<file path="config.mk">
export PLATFORM = sky130hd
export DESIGN_NAME = netwalk_tcam_match_resolver
export DESIGN_NICKNAME = d
export VERILOG_FILES = /design/src/rtl/netwalk_tcam_pkg.sv /design/src/rtl/netwalk_prio_enc.sv /design/src/rtl/netwalk_tcam_match_resolver.sv
export SDC_FILE = /design/constraint.sdc
export NUM_CORES = 1
export LEC_CHECK = 0
export ABC_AREA = 1
export BUFFER_PORTS_ARGS = -buffer_cell sky130_fd_sc_hd__buf_2
export CAP_MARGIN = 20
export CORE_MARGIN = 5
export CORE_UTILIZATION = 35
export CTS_CLUSTER_SIZE = 25
export DETAILED_ROUTE_END_ITERATION = 7
export PLACE_DENSITY = 0.64
export SETUP_SLACK_MARGIN = 0.1
export SLEW_MARGIN = 30
export SYNTH_ARGS = -nofsm -noshare
export SYNTH_HDL_FRONTEND = slang
export SYNTH_SLANG_ARGS = --single-unit
</file>
<file path="constraint.sdc">
create_clock -name clk -period 2.79 [get_ports clk]
set_clock_uncertainty 0.2 [all_clocks]
set_input_delay 0.837 -clock clk [delete_from_list [all_inputs] [get_ports clk]]
set_output_delay 0.837 -clock clk [all_outputs]
set_load 0.01 [all_outputs]
</file>
<file path="src/rtl/netwalk_tcam_pkg.sv">
// netwalk_tcam_pkg
// Shared constants for the TCAM match path. It also holds a small helper that
// sizes index fields so that a one-bit vector still gets a one-bit index.
package netwalk_tcam_pkg;

  localparam int TCAM_ADDR_WIDTH = 8;
  localparam int NUM_ENTRIES     = 2 ** TCAM_ADDR_WIDTH;
  localparam int GROUP_WIDTH     = 16;
  localparam int GRP_IDX_WIDTH   = $clog2(GROUP_WIDTH);
  localparam int NUM_GROUPS      = NUM_ENTRIES / GROUP_WIDTH;

  // Width of an index into a vector of w bits (never zero).
  function automatic int idx_width(input int w);
    return (w > 1) ? $clog2(w) : 1;
  endfunction

endpackage

</file>
<file path="src/rtl/netwalk_prio_enc.sv">
// netwalk_prio_enc
// Combinational lowest-index priority encoder.
//   vec : input vector, bit 0 has the highest priority
//   any : at least one bit of vec is set
//   idx : index of the lowest set bit (0 when vec is all zero)
module netwalk_prio_enc
  import netwalk_tcam_pkg::*;
#(
  parameter int WIDTH = 16,
  parameter int IDX_W = idx_width(WIDTH)
) (
  input  logic [WIDTH-1:0] vec,
  output logic             any,
  output logic [IDX_W-1:0] idx
);

  // Scan from the top down so that the last hit written is the lowest index.
  always_comb begin
    any = 1'b0;
    idx = '0;
    for (int i = WIDTH - 1; i >= 0; i--) begin
      if (vec[i]) begin
        any = 1'b1;
        idx = IDX_W'(i);
      end
    end
  end

endmodule

</file>
<file path="src/rtl/netwalk_tcam_match_resolver.sv">
// netwalk_tcam_match_resolver
// Resolves the per-entry TCAM match bits into the lowest matching address
// through a two-stage pipeline, and counts delivered hits and misses.
//   clk, reset         : clock (rising edge), asynchronous active-low reset
//   match_vec          : one match bit per TCAM entry
//   match_vec_valid/_ready : input handshake
//   of_matched_addr    : lowest matching entry (0 on miss)
//   of_match_hit       : at least one entry matched
//   of_match_valid/_ready  : output handshake
//   count_clear        : synchronous clear of both counters (wins over increment)
//   hit_count/miss_count : saturating counts of delivered results
//
// Handshake semantics (both sides): a transfer happens on a rising edge where
// valid and ready are both high. A producer holding valid keeps its payload
// stable until the transfer; this block never changes its outputs while
// of_match_valid is high and of_match_ready is low.
module netwalk_tcam_match_resolver #(
  parameter int NUM_ENTRIES     = netwalk_tcam_pkg::NUM_ENTRIES,
  parameter int TCAM_ADDR_WIDTH = netwalk_tcam_pkg::TCAM_ADDR_WIDTH,
  parameter int GROUP_WIDTH     = netwalk_tcam_pkg::GROUP_WIDTH,
  parameter int CNT_WIDTH       = 32
) (
  input  logic                       clk,
  input  logic                       reset,
  input  logic [NUM_ENTRIES-1:0]     match_vec,
  input  logic                       match_vec_valid,
  output logic                       match_vec_ready,
  output logic [TCAM_ADDR_WIDTH-1:0] of_matched_addr,
  output logic                       of_match_hit,
  output logic                       of_match_valid,
  input  logic                       of_match_ready,
  input  logic                       count_clear,
  output logic [CNT_WIDTH-1:0]       hit_count,
  output logic [CNT_WIDTH-1:0]       miss_count
);

  localparam int NUM_GROUPS = NUM_ENTRIES / GROUP_WIDTH;
  localparam int GRP_IDX_W  = netwalk_tcam_pkg::idx_width(GROUP_WIDTH);
  localparam int GRP_SEL_W  = netwalk_tcam_pkg::idx_width(NUM_GROUPS);

  // Pipeline control
  logic s1_valid;
  logic s2_valid;
  logic s1_adv;
  logic s2_adv;
  logic in_fire;
  logic out_fire;

  assign s2_adv          = s1_valid & (~s2_valid | of_match_ready);
  assign s1_adv          = s2_adv;
  assign match_vec_ready = ~s1_valid | s1_adv;
  assign in_fire         = match_vec_valid & match_vec_ready;
  assign out_fire        = s2_valid & of_match_ready;
  assign of_match_valid  = s2_valid;

  // Stage 1: per-group encoders
  logic [NUM_GROUPS-1:0] grp_hit_d;
  logic [GRP_IDX_W-1:0]  grp_idx_d [NUM_GROUPS];
  logic [NUM_GROUPS-1:0] grp_hit_q;
  logic [GRP_IDX_W-1:0]  grp_idx_q [NUM_GROUPS];

  for (genvar g = 0; g < NUM_GROUPS; g++) begin : g_grp
    netwalk_prio_enc #(
      .WIDTH (GROUP_WIDTH),
      .IDX_W (GRP_IDX_W)
    ) u_grp_enc (
      .vec (match_vec[g*GROUP_WIDTH +: GROUP_WIDTH]),
      .any (grp_hit_d[g]),
      .idx (grp_idx_d[g])
    );
  end

  always_ff @(posedge clk or negedge reset) begin
    if (!reset) begin
      s1_valid  <= 1'b0;
      grp_hit_q <= '0;
      for (int g = 0; g < NUM_GROUPS; g++) grp_idx_q[g] <= '0;
    end else if (in_fire) begin
      s1_valid  <= 1'b1;
      grp_hit_q <= grp_hit_d;
      for (int g = 0; g < NUM_GROUPS; g++) grp_idx_q[g] <= grp_idx_d[g];
    end else if (s1_adv) begin
      s1_valid <= 1'b0;
    end
  end

  // Stage 2: pick the lowest hitting group, then its in-group index
  logic                       grp_any;
  logic [GRP_SEL_W-1:0]       grp_sel;
  logic [TCAM_ADDR_WIDTH-1:0] addr_d;

  netwalk_prio_enc #(
    .WIDTH (NUM_GROUPS),
    .IDX_W (GRP_SEL_W)
  ) u_sel_enc (
    .vec (grp_hit_q),
    .any (grp_any),
    .idx (grp_sel)
  );

  always_comb begin
    addr_d = '0;
    if (grp_any) addr_d = TCAM_ADDR_WIDTH'({grp_sel, grp_idx_q[grp_sel]});
  end

  always_ff @(posedge clk or negedge reset) begin
    if (!reset) begin
      s2_valid        <= 1'b0;
      of_matched_addr <= '0;
      of_match_hit    <= 1'b0;
    end else if (s2_adv) begin
      s2_valid        <= 1'b1;
      of_matched_addr <= addr_d;
      of_match_hit    <= grp_any;
    end else if (out_fire) begin
      s2_valid <= 1'b0;
    end
  end

  // Statistics: saturating, clear has priority over a same-cycle delivery
  always_ff @(posedge clk or negedge reset) begin
    if (!reset) begin
      hit_count  <= '0;
      miss_count <= '0;
    end else if (count_clear) begin
      hit_count  <= '0;
      miss_count <= '0;
    end else if (out_fire) begin
      if (of_match_hit) begin
        if (hit_count != '1) hit_count <= hit_count + CNT_WIDTH'(1);
      end else begin
        if (miss_count != '1) miss_count <= miss_count + CNT_WIDTH'(1);
      end
    end
  end

endmodule

</file>
**Yosys cells after proc, flatten, opt, wreduce, memory -nomap -nowiden**

Cells that the tools add are included.

- Register bits after elaboration: 155
- Input port bits: 261
- Output and inout bits: 75

- $add $sub $neg: 2
- $lt $le $gt $ge: 1
- Equality and inequality tests: 3
- Multiplexer cells: 560
- Bitwise gates (word level): 8
- Reduce and logical (&&, ||, !) cells: 8

Operators by type and width:

| kind | number |
|---|---|
| 4-bit two-way mux | 274 |
| 1-bit two-way mux | 276 |
| 32-bit two-way mux | 8 |
| 32-bit by 1-bit adder with 32-bit output, second input constant | 2 |
| 32-bit inequality test, second input constant | 2 |
| 4-bit binary-select mux with 4-bit select | 1 |
| 2-bit nonzero test | 6 |
| 8-bit two-way mux | 1 |
| 3-bit AND reduction | 2 |
| 5-bit greater-or-equal comparator, second input constant | 1 |
| 4-bit inverter with 5-bit output | 1 |
| 1-bit bitwise AND | 3 |
| 2-bit by 1-bit inequality test with 1-bit output, second input constant | 1 |
| 1-bit inverter | 2 |
| 1-bit OR | 2 |

**Depth between registers and ports, before layout**

Gate-level depths: netlist of run 1.

- Depth in word-level cells: 21
- Depth in mapped cells: 24

**By module**

From an unflattened synthesis of run 1, not the netlist that was laid out.

- Cell total of the unflattened synthesis: 1893
- Area, all modules: 11964.0 um^2

By module, submodules not included:

| module | times used | cells each | area an instance (um^2) | seq. area each (um^2) |
|---|---|---|---|---|
| netwalk_tcam_match_resolver | 1 | 1060 | 8411.8 | 3878.7 |
| netwalk_prio_enc | 17 | 49 | 209.0 | 0.0 |

**Least setup slack after synthesis of run 1**

OpenSTA, ideal clock, no wires.

- Path kind: input to register
- Start: input port of_match_ready
- End: register grp_idx_q[34] (netlist bit)
- Library setup time: 0.110 ns
- Data arrival time: 2.185 ns
- Slack: 0.295 ns
- Stages on the path: 8
- Buffers on the path: 3
- Cells stage by stage: inv_1 -> nand3_1 -> nand2_1 -> clkbuf_1 -> clkbuf_1 -> buf_1 -> nand2_1 -> o41ai_1

- Word-level cells in the longest chain between the ends: 4

RTL lines:

| what | line | RTL |
|---|---|---|
| start, declared | netwalk_tcam_match_resolver.sv:31 | `input logic of_match_ready,` |
| 1-bit OR | netwalk_tcam_match_resolver.sv:49 | `assign s2_adv = s1_valid & (~s2_valid \| of_match_ready);` |
| 1-bit bitwise AND | netwalk_tcam_match_resolver.sv:49 |  |
| 1-bit OR | netwalk_tcam_match_resolver.sv:51 | `assign match_vec_ready = ~s1_valid \| s1_adv;` |
| via match_vec_ready | netwalk_tcam_match_resolver.sv:27 | `output logic match_vec_ready,` |
| 1-bit bitwise AND | netwalk_tcam_match_resolver.sv:52 | `assign in_fire = match_vec_valid & match_vec_ready;` |
| end, declared | netwalk_tcam_match_resolver.sv:60 | `logic [GRP_IDX_W-1:0] grp_idx_q [NUM_GROUPS];` |

The timed path passes the listed nets, and every way through them passes these cells.
A chain may end at the register's enable or synchronous reset.

**Worst setup path in the final report of run 1**

- Start: register hit_count[0]
- End: register hit_count[22]

- Word-level cells in the longest chain between the ends: 5
- Elaborated cells on any way between the ends: 8

RTL lines:

| what | line | RTL |
|---|---|---|
| start, declared | netwalk_tcam_match_resolver.sv:33 | `output logic [CNT_WIDTH-1:0] hit_count,` |
| start signal, assigned | netwalk_tcam_match_resolver.sv:130 | `if (hit_count != '1) hit_count <= hit_count + CNT_WIDTH'(1);` |
| 32-bit by 1-bit adder with 32-bit output | netwalk_tcam_match_resolver.sv:130 |  |
| 32-bit two-way mux | netwalk_tcam_match_resolver.sv:130 |  |
| 32-bit two-way mux | netwalk_tcam_match_resolver.sv:129 | `if (of_match_hit) begin` |
| 32-bit two-way mux | netwalk_tcam_match_resolver.sv:128 | `end else if (out_fire) begin` |
| 32-bit two-way mux | netwalk_tcam_match_resolver.sv:125 | `end else if (count_clear) begin` |

Parallel ways exist; a longest one is shown, timed or not. The select of a mux whose other input is x is not followed.

==> results.md, run 1 <==
- CP startpoint kind: flop
- Syn_nets: around 1700
- Layout cells sized above 1: between 20% and 30%
- Setup TNS: 0 ns
- Number of synthesized flops with an enable pin: 0
- # rows: 62
- Via density per instance: 5.10
- Core area: approximately 29000 um2
- Top-area cell type share of the netlist area: a little under two fifths
- Status: complete, no violations
- Fraction of registers with async set/reset: 100%
- Ys flop type: dfrtp_1
- Pwr Density: between 400 and 500 nW/um2
- Slew @ Worst Pin: approximately 0.58 ns
- Most frequent cells after synthesis: inv_1 (255), nand2_1 (213), nor2_1 (180)
- Routed vias: 11300
- Routed WL: between 30000 and 40000 um
- Max Root-Sink Buffers: 2
- Area Growth Syn to Fin: 28.9%
- Critical path class: reg -> reg
- Nature of the critical path endpoint: flop
- Starting density of the core: 35.6%
- Seq/Total Area, Yosys: 37.6%
- Skew-Pair Late Insertion Delay: 0.43 ns
- # clock sinks: between 150 and 200
- Synthesis Warnings: 0
- Final Instance Area: 13300 um2
- Gr ovfl total: 0
- Fin crit period: roughly 2.5 ns
- RSZ-0062 raised after global routing: yes
- Final hold violation count: 0
- Nets: 2077
- Count leader, synth: inv_1
- LEAKAGE: ~6.6 nW
- Largest net degree at the start of global routing: between 40 and 50
- Fmax: 404 MHz
- CTS tree: done
- Mean Syn Cell Area: around 7 um2
- DP HPWL: approximately 27000 um
- Distinct cell type count after synthesis: between 50 and 60
- Initial antenna violation count: 1
- Die X: between 150 and 200 um
- Clock transition at path regs: ~0.070 ns
- Vias in the first global route: between 10000 and 15000
- 1st-iter DRT viols: 640
- Die footprint: between 30000 and 40000 um2
- Relative slew slack: 61.3%
- IO Count: 336
- CP required: 2.94 ns
- Clock H-tree levels: 4
- Final GP Congestion: slightly below 0.9
- GRT Total Usage: 19.4%
- Root Driver: clkbuf_16
- Antenna viol nets, final: 0
- Worst EP arrival: approximately 2.6 ns
- Tot Pwr: about 0.0057 W
- Largest area contributor in the netlist: dfrtp_1
- Final slew viol count: 0
- Worst-path fanout max: 7
- Worst hold path type: in -> async
- Die Y: between 150 and 200 um
- Maxcap violations: 0
- Main area contributors after synthesis: dfrtp_1 (38%), inv_1 (9.3%), nand2_1 (7.8%)
- # hold bufs at CTS: 0
- PortBufs: roughly 340
- Fin crit share: slightly below 90%
- Fillers: around 3000
- Reg2Reg Depth: 15
- Synth Cell Area: 10300 um2
- Mapped Cells: between 1000 and 1500
- Synth Register Bits: ~160
- Worst vdd ir: between 0.3 and 0.4 mV
- DP Area: between 10000 and 15000 um2
- Setup violations, final: 0
- CTS buffer count: 17
- Wire per inst: around 15 um
- First-pass GRT wire length: approximately 53000 um
- Pre-Repair DR Iteration Count: 8
- DR DRC count: 0
-- kinds of logic after synthesis --
family,share of synthesized area [%]
buffers and inverters,10.9
XOR/XNOR,0.425
AO/OA/AOI/OAI,18.7
adder cells (fa/ha/maj),0.243
AND/OR/NAND/NOR,32.1
flip-flops,37.6
-- per-stage QoR --
stage / hold slack, ns / cells / utilization (%) / worst slack, ns
after floorplan: 0.247 / 1462 / - / 0.295
after global placement: 0.259 / 2177 / 43.6 / 0.130
after detailed placement: 0.264 / 2177 / 43.6 / 0.0880
after CTS: 0.161 / 2209 / 45.7 / 0.235
after global routing: 0.171 / 2212 / 45.9 / 0.0868
final: 0.142 / 2212 / 45.9 / 0.317
-- cells in the final DEF (no fill, tap or decap), types with 3 or more instances in the layout --
| master | count |
|---|---|
| nand3_2 | 11 |
| nand3_1 | 141 |
| nor2_1 | 180 |
| a32o_1 | 15 |
| nor4_1 | 27 |
| buf_2 | 334 |
| and3_1 | 3 |
| a31oi_1 | 3 |
| inv_1 | 255 |
| o31ai_1 | 20 |
| inv_8 | 3 |
| a21oi_1 | 90 |
| o21ai_1 | 8 |
| o21a_1 | 3 |
| nor2_4 | 8 |
| o21ai_0 | 115 |
| inv_6 | 3 |
| o41ai_1 | 7 |
| nand2_2 | 8 |
| clkbuf_16 | 18 |
| a22o_1 | 8 |
| dfrtp_1 | 155 |
| nor3_1 | 48 |
| a311oi_1 | 15 |
| buf_4 | 20 |
| o22ai_1 | 26 |
| nand2_4 | 10 |
| nor3_2 | 5 |
| nor4_4 | 3 |
| xor2_1 | 4 |
| nor2_2 | 6 |
| buf_12 | 5 |
| nand4_1 | 12 |
| nand2_1 | 211 |
| clkinv_4 | 4 |
| inv_2 | 5 |
| or2_2 | 3 |
| clkinv_1 | 3 |
-- routing by layer --
metal	vias up	GRT usage, %	share of wire, %
li1	5637	-	-
met4	0	6.51	2.5
met5	-	0	0
met1	5221	24.6	43
met3	48	3.56	6.2
met2	370	33.2	49
-- worst paths after layout --
check                      slack, ns            endpoint          startpoint
setup / recovery                0.32       hit_count[22]        hit_count[0]
hold / removal                  0.14       hit_count[12]               reset
setup reg to reg                0.32       hit_count[22]        hit_count[0]
hold reg to reg                 0.28  of_matched_addr[4]  of_matched_addr[4]
max in group asynchronous       1.56       grp_idx_q[38]               reset
min in group clk                0.28  of_matched_addr[4]  of_matched_addr[4]
-- power by group --
| group | switching (W) | internal [W] |
|---|---|---|
| Clock | 0.00105 | 0.00136 |
| Sequential | 0.0000562 | 0.00234 |
| Combinational | 0.000518 | 0.000347 |
| Total | 0.00163 | 0.00404 |
-- state kept, by name, indices dropped and copies added (netlist names) --
register,count
grp_idx_q,64
hit_count,32
miss_count,32
grp_hit_q,16
of_matched_addr,8
of_match_hit,1
of_match_valid,1
s1_valid,1
-- what timing repair did --
action                     4_1_cts  5_1_grt
gates resized for setup          0        9
buffers inserted                 0        1
setup endpoints to repair        0        7
-- layout make-up --
class	instances	area [um2]	area share (%)
repair buffers	363	1990	15.0
clock buffers	18	429	3.23
inverters	264	993	7.47
multi-input cells	1013	5340	40.2
flip-flops and latches	155	3880	29.2
well taps	384	480	3.61
clock inverters	14	179	1.35
diodes	1	2.50	0.0188
-- worst max-delay path, stage by stage, from the launching register on --
cell,delay [ns]
dfrtp_1,0.42
ha_1,0.23
nand2_1,0.12
nor2_1,0.06
nand3_2,0.09
nor4_4,0.04
nand3_2,0.09
nand2_4,0.09
nor2_2,0.15
nand2_2,0.11
nor2_2,0.15
nand2_2,0.10
nor4_4,0.20
buf_4,0.17
a21oi_1,0.05
nor2_1,0.11
Note: power is estimated with default switching activity, not from simulation.
==> run 2: changes to the inputs <==
CTS_BUF_LIST = sky130_fd_sc_hd__clkbuf_2 sky130_fd_sc_hd__clkbuf_4 sky130_fd_sc_hd__clkbuf_8   (was unset)
==> run 2 against run 1 <==
Net effect: hold slack lost 0.031 ns; total power shrank 11%; global-route usage shrank 0.18 points; non-clock buffer count grew 1; critical path type unchanged; routed wire length shrank 1.5%; clock-buffer cell count is the same; final cell count is essentially flat; sequential power is essentially flat; core utilization shrank 0.60 points.
==> results.md, run 2 (synthesized netlist as in run 1, its figures left out) <==
- Initial antenna violation count: 1 (unchanged)
- IO Count: 336 (unchanged)
- Fin crit share: 88.2% (-0.39 points)
- Routed vias: 11200 (-0.45%)
- Setup TNS: 0 ns (unchanged)
- Die Y: 182 um (unchanged)
- Root Driver: clkbuf_8
- Core area: 28900 um2 (unchanged)
- Largest net degree at the start of global routing: 49 (unchanged)
- Die X: 182 um (unchanged)
- Worst vdd ir: 0.255 mV (-35%)
- LEAKAGE: 6.50 nW (-1.2%)
- Routed WL: 32900 um (-1.5%)
- Met1 global-route usage: 24.4% (-0.25 points)
- Most frequent cells in the layout: buf_2 (334), inv_1 (255), nand2_1 (210)
- # rows: 62 (unchanged)
- Gr ovfl total: 0 (unchanged)
- Antenna viol nets, final: 0 (unchanged)
- Final Instance Area: 13100 um2 (-1.3%)
- Nature of the critical path endpoint: flop
- Clock transition at path regs: 0.09 ns (+0.02 ns)
- Top Registers: grp_idx_q (64), hit_count (32), miss_count (32)
- Top Usage Layer GRT: met2
- Skew-Pair Late Insertion Delay: 0.46 ns (+0.03 ns)
- First-pass GRT wire length: 52400 um (-0.97%)
- Nets: 2078 (+0.048%)
- Worst-path fanout max: 7 (unchanged)
- Worst setup margin: 0.328 ns (+0.0107 ns)
- Worst hold path type: in -> async
- Critical R2R Launch: hit_count[1]
- Fmax: 406 MHz (+0.44%)
- Maxcap violations: 0 (unchanged)
- CTS buffer count: 17 (unchanged)
- Wire per inst: 14.9 um (-1.6%)
- DR DRC count: 0 (unchanged)
- Met3 usage: 3.92% (+0.36 points)
- Die footprint: 33000 um2 (unchanged)
- Pwr Density: 386 nW/um2 (-9.6%)
- Final slew viol count: 0 (unchanged)
- Top register by number of flip-flops: grp_idx_q
- GRT met2 Usage: 32.9% (-0.37 points)
- Fillers: 2976 (+0.85%)
- Via density per instance: 5.07 (-0.50%)
- Relative slew slack: 61.6% (+0.33 points)
- Worst EP arrival: 2.64 ns (+0.02 ns)
- Status: complete, no violations
- Crit. Startpoint: hit_count[1]
- 1st-iter DRT viols: 565 (-12%)
- Pre-Repair DR Iteration Count: 5 (-3)
- # hold bufs at CTS: 0 (unchanged)
- Area Growth Syn to Fin: 27.2%
- Max Root-Sink Buffers: 2 (unchanged)
- CTS tree: done
- CP required: 2.97 ns (+0.03 ns)
- Commonest non-fill, non-tap cell in the layout: buf_2
- PortBufs: 335 (unchanged)
- GRT Total Usage: 19.2% (-0.18 points)
- Placement Setup Slack: 0.0880 ns (unchanged)
- # clock sinks: 155 (unchanged)
- Critical path class: reg -> reg
- DP HPWL: 26900 um (unchanged)
- Slew @ Worst Pin: 0.571 ns (-0.00485 ns)
- Starting density of the core: 35.6% (unchanged)
- Layout cells sized above 1: 25.6% (+0.095 points)
- Clock H-tree levels: 4 (unchanged)
- Final GP Congestion: 0.890 (unchanged)
- RSZ-0062 raised after global routing: yes
- Final hold violation count: 0 (unchanged)
- Max FFs per register: 64 (unchanged)
- Setup violations, final: 0 (unchanged)
- Fin crit period: 2.46 ns (-0.0107 ns)
- Vias in the first global route: 10900 (-0.49%)
- CP startpoint kind: flop
- DP Area: 12600 um2 (unchanged)
- Fin Hold WS: 0.111 ns (-0.0312 ns)
-- run 2: layout make-up --
type,count,area [um2],area share (%)
sequential,155,3880,29.6
clock buffer,18,241,1.84
antenna,1,2.50,0.0191
multi-input combinational,1013,5350,40.8
timing repair buffer,364,2000,15.2
clock inverter,14,179,1.36
tap,384,480,3.66
inverter,264,993,7.57
-- run 2: critical path: stages (launching register included) --
cell	delay, ns
dfrtp_1	0.41
ha_1	0.21
nand2_2	0.12
nor2_1	0.06
nand3_2	0.08
nor4_4	0.05
nand3_2	0.10
nand2_4	0.10
nor2_4	0.12
nand2_2	0.12
nor2_4	0.13
nand2_2	0.09
nor4_4	0.27
buf_4	0.17
a21oi_1	0.05
nor2_1	0.12
-- run 2: final timing paths --
check / to / slack [ns] / cells past startpoint
worst max-delay path: hit_count[22] / 0.33 / 15
min in group clk: of_matched_addr[4] / 0.28 / 2
worst min register to register: of_matched_addr[4] / 0.28 / 2
worst max register to register: hit_count[22] / 0.33 / 15
worst min-delay path: hit_count[12] / 0.11 / 1
max in group asynchronous: grp_idx_q[38] / 1.59 / 2
-- run 2: routing by layer --
layer | vias up | part of all wire, %
li1 | 5639 | -
met3 | 47 | 6.2
met1 | 5153 | 43
met4 | 0 | 2.6
met2 | 386 | 48
met5 | - | 0
-- run 2: timing repair --
item	4_1_cts	5_1_grt
endpoints found under the setup margin	0	7
buffers inserted	0	2
gates resized for setup	0	11
-- run 2: stage by stage --
stage | std cells | power, W | util [%]
2_1_floorplan | 1462 | 0.00283 | -
3_3_place_gp | 2177 | 0.00329 | 43.6
3_5_place_dp | 2177 | 0.00331 | 43.6
4_1_cts | 2209 | 0.00513 | 45.0
5_1_grt | 2213 | 0.00535 | 45.3
6_report | 2213 | 0.00506 | 45.3
-- run 2: power by group --
group / switching, W / internal [W] / leakage, nW / total (W)
sequential: 0.0000531 / 0.00234 / 2.04 / 0.00239
clock: 0.000956 / 0.000844 / 0.210 / 0.00180
combinational: 0.000520 / 0.000350 / 4.25 / 0.000870
